[src/rtl/clock_multiplier.sv]
// clock_multiplier: phase-accumulator NCO running on clk_in.
// The accumulator advances by PHASE_INC every cycle and its top bit is
// the synthesized clock, so f_out = f_in * PHASE_INC / 2^ACC_WIDTH with
// no long-term drift. Residual phase is kept in the low bits, which is
// what keeps the average frequency exact when the ratio is not integral.
// rst_n is a synchronous, active-HIGH reset despite its name.
module clock_multiplier #(
    parameter int unsigned     ACC_WIDTH = 32,
    parameter longint unsigned PHASE_INC = 64'd42949673
) (
    input  logic clk_in,
    input  logic rst_n,
    output logic clk_out
);

    // Largest legal increment: half a turn, giving f_in/2 output.
    localparam longint unsigned HALF_TURN = 64'd1 << (ACC_WIDTH - 32'd1);

    // Increment truncated to accumulator width; legal values always fit.
    localparam logic [ACC_WIDTH-1:0] INC = ACC_WIDTH'(PHASE_INC);

    // Reject configurations that would otherwise alias silently.
    if ((ACC_WIDTH < 32'd4) || (ACC_WIDTH > 32'd48)) begin : g_bad_width
        $error("clock_multiplier: ACC_WIDTH=%0d outside 4..48", ACC_WIDTH);
    end
    if ((PHASE_INC < 64'd1) || (PHASE_INC > HALF_TURN)) begin : g_bad_inc
        $error("clock_multiplier: PHASE_INC=%0d outside 1..2^(ACC_WIDTH-1)", PHASE_INC);
    end

    logic [ACC_WIDTH-1:0] acc_r;
    logic [ACC_WIDTH-1:0] acc_next_s;

    // Next phase: clear on reset, otherwise add the increment and let
    // the carry fall off the top (modulo-2^ACC_WIDTH wrap).
    always_comb begin
        acc_next_s = {ACC_WIDTH{1'b0}};
        if (rst_n) begin
            acc_next_s = {ACC_WIDTH{1'b0}};
        end else begin
            acc_next_s = acc_r + INC;
        end
    end

    // Phase accumulator register; the only state in the block.
    always_ff @(posedge clk_in) begin
        acc_r <= acc_next_s;
    end

    // Output comes straight from the accumulator MSB flop, so it cannot
    // glitch and carries no combinational logic after the register.
    assign clk_out = acc_r[ACC_WIDTH-1];

endmodule

[config.mk]
export PLATFORM = sky130hd
export DESIGN_NAME = clock_multiplier
export DESIGN_NICKNAME = d
export VERILOG_FILES = /design/src/rtl/clock_multiplier.sv
export SDC_FILE = /design/constraint.sdc
export NUM_CORES = 1
export LEC_CHECK = 0
export CAP_MARGIN = 5
export CORE_UTILIZATION = 60
export DETAILED_ROUTE_END_ITERATION = 6
export MAX_ROUTING_LAYER = met4
export PLACE_DENSITY = 0.82
export SLEW_MARGIN = 10
export SYNTH_ARGS = -nofsm -noshare
export SYNTH_HDL_FRONTEND = slang
export SYNTH_SLANG_ARGS = --single-unit
[constraint.sdc]
create_clock -name clk_in -period 2.35 [get_ports clk_in]
set_input_delay 0.3525 -clock clk_in [delete_from_list [all_inputs] [get_ports clk_in]]
set_output_delay 0.3525 -clock clk_in [all_outputs]
set_load 0.02 [all_outputs]
### After elaboration in Yosys (flattened, before gate mapping)

Index checks and enable logic that the tools add are counted.

| operators by class | value |
|---|---|
| add/subtract/negate cells | 1 |

Operators with widths:

| cell | number |
|---|---|
| 32-bit by 26-bit adder with 32-bit output, second input constant | 1 |

| word-level totals | value |
|---|---|
| register bits | 32 |
| input bits | 2 |
| output and inout port bits | 1 |
| word-level logic and storage cells | 2 |

### Logic depth before layout (Yosys ltp)

Gate-level depths: netlist of the first run.

| logic depth | value |
|---|---|
| depth after elaboration | 1 |
| gate-level depth with buffers | 7 |
| gate-level depth less buffers | 6 |

### Worst setup path after synthesis of the first run

Ideal clock, no wire load.

| path | value |
|---|---|
| path kind | register to register |
| start point | reg acc_r[0] |
| end point | reg acc_r[26] |
| setup time | 0.116 ns |
| data arrival time | 1.564 ns |
| data required time | 2.234 ns |
| slack | 0.670 ns |
| stages on the path, launching flop included | 7 |
| path buffers | 0 |
| period minus slack after synthesis | 1.680 ns |
| cells stage by stage | dfxtp_1 > ha_1 > a21o_1 > a21o_1 > a21oi_2 > o22ai_1 > a41o_1 |

| between the ends | value |
|---|---|
| word-level cells in the longest chain between the ends | 1 |

Ends and longest elaborated chain:

| what | line | text |
|---|---|---|
| start, declared | 30 | `logic [ACC_WIDTH-1:0] acc_r;` |
| start signal, assigned | 46 | `acc_r <= acc_next_s;` |
| 32-bit by 26-bit adder with 32-bit output | 40 | `acc_next_s = acc_r + INC;` |

No other way between the ends.
A chain may end at the register's enable or synchronous reset.

### Worst setup path in the final report of the first run

Same ends and word-level chain as after synthesis.

==> key figures, run 1 <==
Die
  • Core Rows: 18
  • Die area: 0.00289 mm^2
  • Die Wd: approximately 54 um
  • Core ar.: 0.00250 mm^2
  • Starting Density: 64.3%
  • Die height: 53.8 um
  • Io pins: 3

STA
  • Fin crit share: 79.6%
  • Slew margin rel.: 74.9%
  • Unrepaired setup endpoints after global routing: false
  • Hold Fails Final Rpt: 0
  • Peak Freq: 0.535 GHz
  • Pins Over Slew Limit: 0
  • # setup viols final: 0
  • Setup TNS Final: 0 ns
  • Skew final: 0.0120 ns
  • Slew @ Worst Pin: 0.371 ns
  • Tmin final: 1.87 ns

Synthesis
  • Synth Register Bits: 32
  • Synth Instances: 188
  • Ys async rst share: 0%
  • Synth Flop Type: dfxtp_1
  • Seq/Total Area, Yosys: 39.8%
  • Number of enable flip-flop cells after synthesis: 0
  • Synth Cell Area: 0.00161 mm^2
  • Avg Inst Size Synth: between 8 and 9 um^2
  • Synth cell types: 46
  • Syn nets: 191
  • Ys Warns: 0

Finish
  • Commonest non-fill, non-tap cell in the layout: dfxtp_1
  • Filler Cell Count: ~210
  • Final Cell Area: 0.00171 mm^2
  • Final net count: 194
  • Most frequent cells in the layout: dfxtp_1 (32), nor2_1 (26), a21oi_1 (16)
  • Max reg flops: 32
  • Register name with the most flops: acc_r
  • Area Overhead vs Synth: 6.07%
  • Registers with the most flip-flops: acc_r: 32 flops
  • Antenna diode count: 0
  • Layout cell share with drive strength beyond 1: 9.90%

Placed design
  • Post-DP Area: 0.00165 mm^2
  • GP Congestion: 0.844
  • Placed wire-length estimate: 2.30 mm
  • IO Port Bufs: 2

Clock tree
  • H-Tree Depth: 2
  • Clock-pin slew on the worst setup and hold paths: around 0.10 ns
  • Inserted Clock Buffers: 5
  • CTS Root Cell: clkbuf_4
  • TritonCTS clock tree: done
  • Cts hold-fix bufs: 0
  • Worst skew pair latency: 0.35 ns
  • Post-CTS setup buffer count: 0
  • Max Root-Sink Buffers: 2
  • Clock Sink Count: 32
  • CTS resizes: 0

Worst setup path
  • Reg2reg path depth: 6
  • Worst-path fanout max: 9
  • Worst r2r src: acc_r[0]
  • Critical path launch point: acc_r[0]
  • Worst flop-to-flop path endpoint: acc_r[26]
  • WP data arrival: 2.12 ns
  • Delay-heaviest family, CP: compound AO/OA/AOI/OAI gates
  • Crit-path cells: ha_1, a21o_1, a21o_1, a21oi_2, o22ai_1, a41o_1
  • Critical Setup Path Class: register to register
  • R2R Setup Slk: 0.48 ns
  • CP most frequent cell: a21o_1
  • CP endpoint kind: register
  • Slowest-stage cell, CP: dfxtp_1
  • Setup crit start kind: register
  • Worst path required time: roughly 2.6 ns
  • Worst path bufs/invs: 0
  • Crit path largest cell delay: 0.36 ns

Min path
  • Min-Delay Path Depth: 2
  • Hold_sp: acc_r[19]
  • Hold crit path type: register to register
  • Hold EP: acc_r[19]

Drt
  • Vias/cell: 5.99
  • Post-route DRC: 0
  • Drt pass-1 iters: 4
  • Starting DRT DRC Count: 34
  • Post-DRT Antenna Nets: 0
  • Total number of vias: ~1300
  • Wire length per cell: 14.3 um
  • DRT Wirelength: 3.18 mm

GRT
  • Grt total ovfl: 0
  • Largest net degree at the start of global routing: 20
  • Tot GR Track Use: 27.0%
  • Met1 usage: 35.4%
  • Initial antenna violation count: 0
  • M3 GR Usage: roughly a tenth
  • GRT met2 Usage: 39.1%
  • Vias in the first global route: approximately 1200
  • Most used routing layer: met2
  • First-pass GRT wire length: 5.39 mm

Power
  • VDD IR max: ~0.67 mV
  • Lkg Pwr: about 0.64 nW
  • P per Cell Area: 878 mW/mm^2

Flow run
  • Max cap viols: 0

Run status
  • Status: completed
cell families (layout without fill, tap and decap cells):
kind of cell / Yosys count / after routing / synth area share, %
muxes: 2 / 2 / 1.32
AOI/OAI and AO/OA: 50 / 50 / 21.3
xor gates and xnor gates: 15 / 15 / 8.17
adders and majority gates: 1 / 1 / 0.778
buffers and inverters: 10 / 14 / 2.57
and+or+nand+nor: 78 / 78 / 26.0
DFF: 32 / 32 / 39.8
per-stage QoR:
step / hold slack, ns / instances / setup slack [ns] / util, % / total power, mW
floorplan: 0.441 / 188 / 0.670 / - / 1.08
global placement: 0.457 / 214 / 0.571 / 65.9 / 1.15
detailed placement: 0.470 / 214 / 0.503 / 65.9 / 1.17
CTS: 0.483 / 222 / 0.482 / 68.2 / 1.50
global route: 0.511 / 222 / 0.332 / 68.2 / 1.59
finish: 0.484 / 222 / 0.479 / 68.2 / 1.50
tightest hold or removal path: stages, from the launching register on:
cell     delay [ns]
dfxtp_1        0.33
o41ai_1        0.06
a21oi_1        0.06
layout make-up:
cell class                 count  area [um^2]  share of cell area [%]
clock buffer                   8         58.8                    3.45
inverter                       2         7.51                   0.440
multi-input combinational    146          926                    54.3
sequential                    32          641                    37.6
tap                           30         37.5                    2.20
timing repair buffer           4         35.0                    2.05
worst max path at each step:
stage,end,slack (ns),cells after the start
after global placement,acc_r[26],0.57,6
after global routing,acc_r[26],0.33,6
after floorplan,acc_r[26],0.67,6
final,acc_r[26],0.48,6
after CTS,acc_r[26],0.48,6
after detailed placement,acc_r[26],0.50,6
cells in the mapped netlist (2+ instances only):
cell / number / share of area [%]
xnor2_1: 10 / 5.4
a221oi_1: 2 / 1.1
nor2_1: 26 / 6.1
nand2_1: 7 / 1.6
nand3_1: 6 / 1.9
o22ai_1: 2 / 0.78
a21oi_1: 16 / 5.0
a21o_1: 4 / 1.9
dfxtp_1: 32 / 40
nand4_1: 5 / 1.9
and3_1: 6 / 2.3
o21ai_0: 8 / 2.5
inv_1: 2 / 0.47
nor4_1: 3 / 1.2
buf_1: 2 / 0.47
nor2b_1: 6 / 2.3
nand2b_1: 3 / 1.2
or3_1: 2 / 0.78
clkbuf_1: 3 / 0.70
clkbuf_2: 2 / 0.62
a21oi_2: 2 / 1.1
o211ai_1: 2 / 0.93
o21ai_2: 2 / 1.1
nor3_1: 9 / 2.8
xor2_1: 5 / 2.7
metal layers:
| metal | vias up | share of wire [%] |
|---|---|---|
| li1 | 686 | - |
| met1 | 621 | 49 |
| met2 | 19 | 46 |
| met3 | 3 | 3.8 |
| met4 | 0 | 1.2 |
| met5 | - | 0 |
power by group:
group | switching, mW | internal [mW]
clock network | 0.186 | 0.147
logic | 0.205 | 0.177
registers | 0.134 | 0.647
Power figures use the tool's default switching activity.
==> run 2: changes to the inputs <==
Clock period 2.35 ns to 1.9 ns, I/O delays scaled along.
==> run 2 against run 1 <==
Against the previous run:
- clock-buffer cell count unchanged
- global-route usage grew 0.16 points
- cell count rose by 1.4%
- clock power increased by 21%
- via count up 7.3%
- critical path depth unchanged
- fmax rose by 5.2%
- total power up 26%
- first-iteration DRC count grew 26%
- register-to-register slack lost 0.36 ns
- final area rose by 1.5%
- critical endpoint is now acc_r[28]
==> key figures, run 2 (synthesis gave the netlist of run 1 again) <==
Drt
  • Post-route DRC: 0 (unchanged)
  • Vias/cell: 6.34 (+5.9%)
  • Post-DRT Antenna Nets: 0 (unchanged)
  • Drt pass-1 iters: 4 (unchanged)
  • Wire length per cell: 14.6 um (+1.6%)
  • DRT Wirelength: 3.28 mm (+3.0%)
  • Starting DRT DRC Count: 43 (+26%)
  • Total number of vias: 1426 (+7.3%)

STA
  • Slew @ Worst Pin: 0.396 ns (+0.0251 ns)
  • Skew final: 0.0113 ns (-0.000661 ns)
  • Fin crit share: 93.5% (+14 points)
  • Unrepaired setup endpoints after global routing: false
  • Hold Fails Final Rpt: 0 (unchanged)
  • Tmin final: 1.78 ns (-0.0932 ns)
  • # setup viols final: 0 (unchanged)
  • Slew margin rel.: 73.3% (-1.6 points)
  • Setup TNS Final: 0 ns (unchanged)
  • Pins Over Slew Limit: 0 (unchanged)
  • Peak Freq: 0.563 GHz (+5.2%)

Finish
  • Registers with the most flip-flops: acc_r: 32 flops
  • Commonest non-fill, non-tap cell in the layout: dfxtp_1
  • Filler-free cell count of the finished design: 225 (+1.4%)
  • Area Overhead vs Synth: 7.70%
  • Register name with the most flops: acc_r
  • Most frequent cells in the layout: dfxtp_1 (32), nor2_1 (26), a21oi_1 (15)
  • Final net count: 197 (+1.5%)
  • Layout cell share with drive strength beyond 1: 11.8% (+1.9 points)
  • Filler Cell Count: 209 (-0.95%)
  • Max reg flops: 32 (unchanged)
  • Antenna diode count: 0 (unchanged)

Flow run
  • Max cap viols: 0 (unchanged)

Die
  • Core ar.: 0.00250 mm^2 (unchanged)
  • Core Rows: 18 (unchanged)
  • Die area: 0.00289 mm^2 (unchanged)
  • Die Wd: 53.8 um (unchanged)
  • Io pins: 3 (unchanged)
  • Die height: 53.8 um (unchanged)
  • Starting Density: 64.3% (unchanged)

Clock tree
  • TritonCTS clock tree: done
  • Cts hold-fix bufs: 0 (unchanged)
  • Worst skew pair latency: 0.33 ns (-0.02 ns)
  • Post-CTS setup buffer count: 0 (unchanged)
  • Max Root-Sink Buffers: 2 (unchanged)
  • H-Tree Depth: 2 (unchanged)
  • Clock-pin slew on the worst setup and hold paths: 0.10 ns (about the same)
  • Clock Sink Count: 32 (unchanged)
  • Inserted Clock Buffers: 5 (unchanged)
  • CTS Root Cell: clkbuf_4

Worst setup path
  • Delay-heaviest family, CP: compound AO/OA/AOI/OAI gates
  • Crit path largest cell delay: 0.36 ns (about the same)
  • Critical Setup Path Class: register to register
  • CP most frequent cell: a21o_1
  • R2R Setup Slk: 0.12 ns (-0.36 ns)
  • Worst-path fanout max: 6 (-3)
  • Crit-path cells: ha_1, a21o_1, a21o_1, a21oi_2, buf_4, o311ai_0
  • WP data arrival: 1.99 ns (-0.13 ns)
  • Worst path bufs/invs: 1 (+1)
  • Slowest-stage cell, CP: dfxtp_1
  • Worst flop-to-flop path endpoint: acc_r[28]
  • CP endpoint kind: register
  • Setup crit start kind: register
  • Reg2reg path depth: 6 (unchanged)
  • Worst r2r src: acc_r[0]
  • Worst path required time: 2.11 ns (-0.49 ns)

GRT
  • Tot GR Track Use: 27.2% (+0.16 points)
  • Vias in the first global route: 1247 (+2.5%)
  • Largest net degree at the start of global routing: 19 (-5.0%)
  • Initial antenna violation count: 0 (unchanged)
  • Grt total ovfl: 0 (unchanged)
  • First-pass GRT wire length: 5.40 mm (+0.26%)

Power
  • Lkg Pwr: 0.660 nW (+2.5%)
  • P per Cell Area: 1090 mW/mm^2 (+24%)
  • VDD IR max: 0.751 mV (+12%)

Min path
  • Hold EP: acc_r[0]
  • Min-Delay Path Depth: 1 (-1)
  • Hold crit path type: register to register
  • Hold_sp: acc_r[0]

Placed design
  • GP Congestion: 0.885 (+4.8%)
  • Placed wire-length estimate: 2.44 mm (+6.5%)
  • DP Cell Count: 217 (+1.4%)
  • IO Port Bufs: 2 (unchanged)

Run status
  • Status: completed
## run 2: cell type report
cell class	instances	area, um^2	share of cell area, %
multi-input combinational	146	930	53.7
sequential	32	641	37.0
clock buffer	8	58.8	3.40
timing repair buffer	7	57.6	3.32
tap	30	37.5	2.17
inverter	2	7.51	0.434
## run 2: what timing repair did
action                     4_1_cts  5_1_grt
hold endpoints to repair         0        0
gates resized for setup          0        1
setup endpoints to repair        0        1
## run 2: where the power goes
part / internal, mW / total (mW) / switching [mW] / leakage, nW
Sequential: 0.801 / 0.968 / 0.168 / 0.265
Clock: 0.182 / 0.405 / 0.223 / 0.0326
Combinational: 0.237 / 0.507 / 0.269 / 0.362
## run 2: metrics by stage
step | util, % | instance area, um^2 | setup slack (ns) | total power, mW | hold slack [ns]
floorplan | - | 1610 | 0.220 | 1.34 | 0.441
global placement | 66.8 | 1670 | 0.203 | 1.44 | 0.451
detailed placement | 66.8 | 1670 | 0.144 | 1.48 | 0.477
CTS | 69.1 | 1730 | 0.127 | 1.88 | 0.501
global route | 69.3 | 1730 | 0.0104 | 2.00 | 0.547
finish | 69.3 | 1730 | 0.123 | 1.88 | 0.499
## run 2: layer usage
metal,vias up,GRT usage [%],part of all wire (%),wire length [um]
met1,690,32.8,47,1530
met4,0,11.8,1.9,61
met2,36,41.2,48,1560
met5,-,-,0,0
met3,8,8.76,4.0,132
li1,692,-,-,-
## run 2: worst max path at each step
stage / start / to / slack [ns] / depth (start not counted)
floorplan: acc_r[0] / acc_r[26] / 0.22 / 6
global placement: acc_r[0] / acc_r[28] / 0.20 / 6
detailed placement: acc_r[0] / acc_r[28] / 0.14 / 6
CTS: acc_r[0] / acc_r[28] / 0.13 / 6
global route: acc_r[0] / acc_r[28] / 0.01 / 6
finish: acc_r[0] / acc_r[28] / 0.12 / 6
